$ cat config.mk
export PLATFORM = sky130hd
export DESIGN_NAME = dcache_sa_wb_flat
export DESIGN_NICKNAME = d
export VERILOG_FILES = /design/src/rtl/dcache_sa_wb_if.sv /design/src/rtl/dcache_sa_wb.sv /design/src/flat_wrapper.sv
export SDC_FILE = /design/constraint.sdc
export NUM_CORES = 2
export LEC_CHECK = 0
export BUFFER_PORTS_ARGS = -buffer_cell sky130_fd_sc_hd__buf_2
export CAP_MARGIN = 20
export CORE_ASPECT_RATIO = 1.2
export CORE_MARGIN = 8
export CORE_UTILIZATION = 35
export CTS_CLUSTER_SIZE = 30
export DETAILED_ROUTE_END_ITERATION = 12
export SYNTH_ARGS = -nofsm -noshare
export SYNTH_HDL_FRONTEND = slang
export SYNTH_SLANG_ARGS = --single-unit
$ cat constraint.sdc
create_clock -name clk -period 10.5 [get_ports clk]
set_input_delay 1.05 -clock clk [delete_from_list [all_inputs] [get_ports clk]]
set_output_delay 1.05 -clock clk [all_outputs]
set_load 0.02 [all_outputs]
$ cat src/rtl/dcache_sa_wb_if.sv
// Memory-side bus of the set-associative write-back data cache.
//   mem_req   : request, held until mem_rdy
//   mem_we    : 1 = victim write-back, 0 = line fill
//   mem_addr  : line-aligned address
//   mem_wdata : victim line during write-back
//   mem_rdy   : one-cycle accept / fill-data-valid strobe
//   mem_rdata : fill line
// master = cache, slave = memory model.
interface dcache_sa_wb_if #(
  parameter int unsigned ADDR_W = 32,
  parameter int unsigned LINE_W = 128
);
  logic              mem_req;
  logic              mem_we;
  logic [ADDR_W-1:0] mem_addr;
  logic [LINE_W-1:0] mem_wdata;
  logic              mem_rdy;
  logic [LINE_W-1:0] mem_rdata;

  modport master (
    output mem_req, mem_we, mem_addr, mem_wdata,
    input  mem_rdy, mem_rdata
  );

  modport slave (
    input  mem_req, mem_we, mem_addr, mem_wdata,
    output mem_rdy, mem_rdata
  );
endinterface

$ cat src/rtl/dcache_sa_wb.sv
// N-way set-associative data cache, write-back / write-allocate.
// Combinational lookup for the MEM stage; on a miss a small FSM writes back
// a dirty victim (WB) and then refills the line (FILL), after which the held
// request hits. Replacement: lowest invalid way, else per-set round robin.
// Ports:
//   clk, reset            : clock, synchronous active-high reset
//   req_valid_i/req_wr_i  : access request, 1 = store
//   req_byte_i            : 1 = byte access, 0 = word access
//   req_addr_i/req_wdata_i: byte address, store data (byte stores use [7:0])
//   rdata_o               : load data (byte loads zero-extended), 0 on no hit
//   cache_hit_o, stall_o  : combinational hit / pipeline hold
//   mem                   : memory bus (master side)
module dcache_sa_wb #(
  parameter int unsigned ADDR_W = 32,
  parameter int unsigned LINE_W = 128,
  parameter int unsigned NSETS  = 4,
  parameter int unsigned WAYS   = 2
) (
  input  logic                clk,
  input  logic                reset,
  input  logic                req_valid_i,
  input  logic                req_wr_i,
  input  logic                req_byte_i,
  input  logic [ADDR_W-1:0]   req_addr_i,
  input  logic [31:0]         req_wdata_i,
  output logic [31:0]         rdata_o,
  output logic                cache_hit_o,
  output logic                stall_o,
  dcache_sa_wb_if.master      mem
);

  localparam int unsigned OFF_W  = $clog2(LINE_W / 8);
  localparam int unsigned IDX_W  = $clog2(NSETS);
  localparam int unsigned TAG_W  = ADDR_W - IDX_W - OFF_W;
  localparam int unsigned WORDS  = LINE_W / 32;
  localparam int unsigned WSEL_W = (WORDS > 1) ? $clog2(WORDS) : 1;
  localparam int unsigned WAY_W  = (WAYS > 1) ? $clog2(WAYS) : 1;

  typedef enum logic [1:0] {S_IDLE, S_WB, S_FILL} state_e;

  // Cache state
  logic [NSETS-1:0][WAYS-1:0]  valid_q;
  logic [NSETS-1:0][WAYS-1:0]  dirty_q;
  logic [NSETS-1:0][WAY_W-1:0] rr_q;
  logic [TAG_W-1:0]            tag_q  [NSETS][WAYS];
  logic [LINE_W-1:0]           data_q [NSETS][WAYS];

  // Miss FSM and registered memory-bus outputs
  state_e            state_q, state_d;
  logic [WAY_W-1:0]  victim_q, victim_d;
  logic              mem_req_q, mem_req_d;
  logic              mem_we_q, mem_we_d;
  logic [ADDR_W-1:0] mem_addr_q, mem_addr_d;
  logic [LINE_W-1:0] mem_wdata_q, mem_wdata_d;

  // Address split
  logic [IDX_W-1:0]  idx_c;
  logic [TAG_W-1:0]  tag_c;
  logic [WSEL_W-1:0] wsel_c;
  logic [1:0]        bsel_c;

  assign idx_c  = req_addr_i[OFF_W +: IDX_W];
  assign tag_c  = req_addr_i[ADDR_W-1 -: TAG_W];
  assign wsel_c = WSEL_W'(req_addr_i[OFF_W-1:0] >> 2);
  assign bsel_c = req_addr_i[1:0];

  // Tag compare across the ways of the addressed set
  logic             hit_any_c;
  logic [WAY_W-1:0] hit_way_c;

  always_comb begin
    hit_any_c = 1'b0;
    hit_way_c = '0;
    for (int unsigned w = 0; w < WAYS; w++) begin
      if (valid_q[idx_c][WAY_W'(w)] && (tag_q[idx_c][WAY_W'(w)] == tag_c)) begin
        hit_any_c = 1'b1;
        hit_way_c = WAY_W'(w);
      end
    end
  end

  // Victim: lowest invalid way, otherwise the set's round-robin pointer
  logic             vict_found_c;
  logic [WAY_W-1:0] vict_c;

  always_comb begin
    vict_found_c = 1'b0;
    vict_c       = rr_q[idx_c];
    for (int unsigned w = 0; w < WAYS; w++) begin
      if (!vict_found_c && !valid_q[idx_c][WAY_W'(w)]) begin
        vict_found_c = 1'b1;
        vict_c       = WAY_W'(w);
      end
    end
  end

  // Lookup results are only meaningful while idle
  logic              in_idle_c;
  logic              store_c;
  logic              fill_c;
  logic [LINE_W-1:0] hit_line_c;
  logic [31:0]       hit_word_c;
  logic [LINE_W-1:0] st_line_c;

  assign in_idle_c   = (state_q == S_IDLE);
  assign cache_hit_o = in_idle_c & req_valid_i & hit_any_c;
  assign stall_o     = !in_idle_c | (req_valid_i & !hit_any_c);
  assign store_c     = cache_hit_o & req_wr_i;
  assign fill_c      = (state_q == S_FILL) & mem.mem_rdy;
  assign hit_line_c  = data_q[idx_c][hit_way_c];
  assign hit_word_c  = hit_line_c[wsel_c*32 +: 32];

  // Load data select, zero when not hitting
  always_comb begin
    rdata_o = '0;
    if (cache_hit_o) begin
      if (req_byte_i) rdata_o = {24'b0, hit_word_c[bsel_c*8 +: 8]};
      else            rdata_o = hit_word_c;
    end
  end

  // Store merge into the hit line
  always_comb begin
    st_line_c = hit_line_c;
    if (req_byte_i) st_line_c[wsel_c*32 + bsel_c*8 +: 8] = req_wdata_i[7:0];
    else            st_line_c[wsel_c*32 +: 32]           = req_wdata_i;
  end

  // Miss FSM: next state and next memory-bus outputs
  always_comb begin
    state_d     = state_q;
    victim_d    = victim_q;
    mem_req_d   = mem_req_q;
    mem_we_d    = mem_we_q;
    mem_addr_d  = mem_addr_q;
    mem_wdata_d = mem_wdata_q;
    unique case (state_q)
      S_IDLE: begin
        if (req_valid_i && !hit_any_c) begin
          victim_d  = vict_c;
          mem_req_d = 1'b1;
          if (valid_q[idx_c][vict_c] && dirty_q[idx_c][vict_c]) begin
            state_d     = S_WB;
            mem_we_d    = 1'b1;
            mem_addr_d  = {tag_q[idx_c][vict_c], idx_c, {OFF_W{1'b0}}};
            mem_wdata_d = data_q[idx_c][vict_c];
          end else begin
            state_d    = S_FILL;
            mem_we_d   = 1'b0;
            mem_addr_d = {tag_c, idx_c, {OFF_W{1'b0}}};
          end
        end
      end
      S_WB: begin
        if (mem.mem_rdy) begin
          state_d     = S_FILL;
          mem_we_d    = 1'b0;
          mem_addr_d  = {tag_c, idx_c, {OFF_W{1'b0}}};
          mem_wdata_d = '0;
        end
      end
      S_FILL: begin
        if (mem.mem_rdy) begin
          state_d    = S_IDLE;
          mem_req_d  = 1'b0;
          mem_addr_d = '0;
        end
      end
      default: begin
        state_d   = S_IDLE;
        mem_req_d = 1'b0;
        mem_we_d  = 1'b0;
      end
    endcase
  end

  // FSM, memory-bus registers and valid/dirty/round-robin state
  always_ff @(posedge clk) begin
    if (reset) begin
      state_q     <= S_IDLE;
      victim_q    <= '0;
      mem_req_q   <= 1'b0;
      mem_we_q    <= 1'b0;
      mem_addr_q  <= '0;
      mem_wdata_q <= '0;
      valid_q     <= '0;
      dirty_q     <= '0;
      rr_q        <= '0;
    end else begin
      state_q     <= state_d;
      victim_q    <= victim_d;
      mem_req_q   <= mem_req_d;
      mem_we_q    <= mem_we_d;
      mem_addr_q  <= mem_addr_d;
      mem_wdata_q <= mem_wdata_d;
      if (fill_c) begin
        valid_q[idx_c][victim_q] <= 1'b1;
        dirty_q[idx_c][victim_q] <= 1'b0;
        rr_q[idx_c]              <= (WAYS > 1) ? WAY_W'(victim_q + 1'b1) : '0;
      end
      if (store_c) dirty_q[idx_c][hit_way_c] <= 1'b1;
    end
  end

  // Tag and data arrays carry no reset; valid bits qualify them
  always_ff @(posedge clk) begin
    if (fill_c) begin
      data_q[idx_c][victim_q] <= mem.mem_rdata;
      tag_q[idx_c][victim_q]  <= tag_c;
    end else if (store_c) begin
      data_q[idx_c][hit_way_c] <= st_line_c;
    end
  end

  assign mem.mem_req   = mem_req_q;
  assign mem.mem_we    = mem_we_q;
  assign mem.mem_addr  = mem_addr_q;
  assign mem.mem_wdata = mem_wdata_q;

endmodule

$ cat src/flat_wrapper.sv
// flat-port wrapper written by rule: the top's interface ports become plain ports
module dcache_sa_wb_flat 
#(
  parameter int unsigned ADDR_W = 32,
  parameter int unsigned LINE_W = 128,
  parameter int unsigned NSETS  = 4,
  parameter int unsigned WAYS   = 2
)
  (clk, reset, req_valid_i, req_wr_i, req_byte_i, req_addr_i, req_wdata_i, rdata_o, cache_hit_o, stall_o, mem_mem_req, mem_mem_we, mem_mem_addr, mem_mem_wdata, mem_mem_rdy, mem_mem_rdata);
  dcache_sa_wb_if #(.ADDR_W(ADDR_W), .LINE_W(LINE_W)) mem_i ();
  input  logic clk;
  input  logic reset;
  input  logic req_valid_i;
  input  logic req_wr_i;
  input  logic req_byte_i;
  input  logic [ADDR_W-1:0] req_addr_i;
  input  logic [31:0] req_wdata_i;
  output logic [31:0] rdata_o;
  output logic cache_hit_o;
  output logic stall_o;
  output wire logic [$bits(mem_i.mem_req)-1:0] mem_mem_req;
  output wire logic [$bits(mem_i.mem_we)-1:0] mem_mem_we;
  output wire logic [$bits(mem_i.mem_addr)-1:0] mem_mem_addr;
  output wire logic [$bits(mem_i.mem_wdata)-1:0] mem_mem_wdata;
  input wire logic [$bits(mem_i.mem_rdy)-1:0] mem_mem_rdy;
  input wire logic [$bits(mem_i.mem_rdata)-1:0] mem_mem_rdata;
  assign mem_mem_req = mem_i.mem_req;
  assign mem_mem_we = mem_i.mem_we;
  assign mem_mem_addr = mem_i.mem_addr;
  assign mem_mem_wdata = mem_i.mem_wdata;
  assign mem_i.mem_rdy = mem_mem_rdy;
  assign mem_i.mem_rdata = mem_mem_rdata;
  dcache_sa_wb #(.ADDR_W(ADDR_W), .LINE_W(LINE_W), .NSETS(NSETS), .WAYS(WAYS)) u_core (.clk(clk), .reset(reset), .req_valid_i(req_valid_i), .req_wr_i(req_wr_i), .req_byte_i(req_byte_i), .req_addr_i(req_addr_i), .req_wdata_i(req_wdata_i), .rdata_o(rdata_o), .cache_hit_o(cache_hit_o), .stall_o(stall_o), .mem(mem_i));
endmodule
==> results.md <==
* Gp weighted congestion at 1.11
* Final setup violation count at 0
* Initial antenna violation count at 68
* Setup ws final at 2320 ps
* HP Class: reg2reg
* Worst vdd ir at 0.182 mV
* Vias per inst at 6.13
* Worst setup SP type: input port
* Most frequent cell after synthesis: edfxtp_1
* Post-layout nets at 5534
* Psw at 0.00342 W
* H-tree levels at 4
* PortBufs at 389
* # DRC at 0
* Number of post-CTS setup repair buffers at 0
* Synth Instances at 5079
* Worst slack, placed at 2440 ps
* Clk Latency, worst-skew pair at 850 ps
* Clk pin slew, worst setup/hold paths at 50 ps
* Warnings, synthesis at 0
* Vias in the first global route at 46200
* Dpl cells at 7647
* Chip Width at 414 µm
* Status: finished, final reports clean
* Crit share post-route at 0.779
* # IOs at 394
* Clk pwr share at 0.405
* Fin. max-slew vios at 0
* Sequential share of power at 0.480
* Syn_area_per_cell at 13.1 µm²
* Site Rows at 175
* Top FF cell, synth: edfxtp_1
* Area growth from synthesis to layout at 14.6%
* Mapped cell area at 66500 µm²
* CTS Buf Count at 151
* Reg2reg path depth at 10
* RSZ-0062 raised after global routing: no
* CP max FO at 64
* Switching share of power at 0.263
* Worst Hold Depth at 2
* Filler cell count at 17700
* Initial Util at 0.352
* Die area at 204000 µm²
* Area share of the leading cell type in the synthesized netlist at 0.556
* Largest net degree at the start of global routing at 140
* Yosys reg bits at 1413
* Setup TNS at 0 ps
* CTS tree: built
* Min Clock Period, post-route at 8180 ps
* Register area share after synthesis at 0.610
* Routed wire per std cell at 32.8 µm
* Max Freq at 122 MHz
* Post-Route WL at 261 mm
* Headroom to the max-slew limit at 0.119
* Clk buf depth at 3
* DP Wirelength at 177 mm
* Die Y at 494 µm
* Clock Sinks at 1413
* Core area at 189000 µm²
* Post-synth EDFFs at 1232
* Crit path DAT at 7130 ps
* Iter 0 DRT Violations at 7682
* Hold_buf cts at 0
* Share of layout cells above drive strength 1 at 0.206
* TritonRoute pass-1 iters at 8
* Multi-input logic area at 24400 µm²
* Async set-reset flop share out of synthesis at 0
* Yosys cell types at 71
* Combinational power share at 0.114
* Crit path required time at 9450 ps
* Routed via count at 48800
* Worst Setup End Kind: primary output
* DRT antenna net count at 0
* Remaining global-route overflow at 0
* Int Power at 0.00958 W
* Post-synth top cells: edfxtp_1 (1232), nand2_1 (720), o21ai_0 (339), a21oi_1 (324), mux4_2 (316)
* Crit Path Class: in2out
* FF+latch area at 40600 µm²
* PD cells at 170 nW/µm²
* Final hold violation count at 0
* Clk root buf: clkbuf_16
* First-pass GRT wire length at 364 mm
* Post-cts sizing count at 0
* Main area contributors after synthesis: edfxtp_1 (56%), mux4_2 (11%), dfxtp_1 (5.4%), nand2_1 (4.1%), o21ai_0 (2.5%)
* Tot GR Track Use at 0.245
* Worst Tran Pin Value at 1310 ps
* Yosys top cell by area: edfxtp_1
* Final Skew at 60.8 ps
* Non-Filler Instances at 7953
* Max-cap viol count at 0
* Lkg Pwr at 25.4 nW
-- registers in the layout (all words and copies together), names as in the netlist --
signal,count
u_core.state_q,2
u_core.mem.mem_addr,28
u_core.valid_q,8
u_core.tag_q,208
u_core.rr_q,4
u_core.data_q,1024
u_core.dirty_q,8
u_core.victim_q,1
u_core.mem.mem_we,1
u_core.mem.mem_wdata,128
u_core.mem.mem_req,1
-- worst max-delay path: stages --
cell      delay [ps]
buf_8            500
buf_4            720
mux4_2           640
xnor2_1          150
a21oi_1          470
and4_4           760
a21boi_0         340
o311ai_0        1020
o32ai_1          370
or4_1            770
buf_2            230
-- layout by cell type, fill, tap and decap left out, types with 19 or more instances in the layout --
master / Yosys / routed
mux2i_1: 156 / 156
clkinv_2: 0 / 23
nand2_1: 720 / 718
o21bai_1: 112 / 112
nand3_1: 43 / 43
o21ai_0: 339 / 338
inv_1: 25 / 23
a311oi_1: 22 / 22
a32o_1: 106 / 106
nor4b_1: 31 / 29
clkbuf_16: 0 / 154
o21ai_1: 43 / 42
a211oi_1: 32 / 31
and3_1: 20 / 19
mux4_2: 316 / 316
o32ai_1: 23 / 23
buf_2: 75 / 385
nor3b_1: 63 / 62
a21boi_1: 29 / 30
nor4b_2: 23 / 25
nor2_1: 286 / 270
or3_1: 21 / 21
o22ai_1: 19 / 19
clkbuf_1: 294 / 30
xnor2_1: 39 / 39
edfxtp_1: 1232 / 1232
buf_4: 10 / 85
a21oi_1: 324 / 323
diode_2: 0 / 24
nor3_1: 131 / 129
dfxtp_1: 181 / 181
clkinv_1: 1 / 31
o311ai_0: 37 / 36
a21boi_0: 85 / 84
-- metal layers --
metal,up-vias,track usage,wire [µm]
met5,-,0,180
met4,30,0.142,18000
met3,772,0.0895,33900
met2,3567,0.356,111000
met1,24200,0.316,98000
li1,20200,-,-
-- cell type report --
type                    count  area share
diodes                     24    0.000788
multi-input cells        3238       0.320
flip-flops and latches   1413       0.533
clock buffers             189      0.0529
repair buffers            495      0.0395
well taps                2478      0.0407
clock inverters            89      0.0119
inverters                  27     0.00133
-- through the flow --
step / utilization / area [µm²] / power, W / hold slack, ps
CTS: 0.402 / 76100 / 0.0130 / 469
floorplan: - / 66500 / 0.00719 / 429
global route: 0.403 / 76200 / 0.0133 / 498
finish: 0.403 / 76200 / 0.0130 / 470
global placement: 0.376 / 71200 / 0.00779 / 447
detailed placement: 0.376 / 71200 / 0.00780 / 456
-- power by group through the flow --
stage,registers (W),logic [W],clock network (W)
2_1_floorplan,0.00642,0.000766,0
6_report,0.00624,0.00148,0.00527
3_3_place_gp,0.00636,0.00144,0
5_1_grt,0.00625,0.00155,0.00554
4_1_cts,0.00624,0.00145,0.00535
3_5_place_dp,0.00636,0.00144,0
-- kinds of logic (layout without fill, tap and decap cells) --
| group | Yosys count | in the layout | synth area share |
|---|---|---|---|
| xor+xnor | 52 | 52 | 0.00684 |
| fa+ha+maj | 10 | 10 | 0.00188 |
| compound gates | 1249 | 1249 | 0.121 |
| other cells | 1 | 28 | 0.0000564 |
| flops | 1413 | 1413 | 0.610 |
| buf+inv | 431 | 800 | 0.0267 |
| mux | 488 | 488 | 0.133 |
| simple gates | 1435 | 1435 | 0.100 |
-- worst paths after layout --
path                            end                   start  slack [ps]
max                      rdata_o[4]           req_addr_i[4]        2320
min          u_core.mem.mem_addr[4]  u_core.mem.mem_addr[4]         470
max reg2reg    u_core.data_q[1][45]     u_core.tag_q[3][22]        4810
min reg2reg  u_core.mem.mem_addr[4]  u_core.mem.mem_addr[4]         470
No activity file was read; power rests on OpenSTA's default activity.
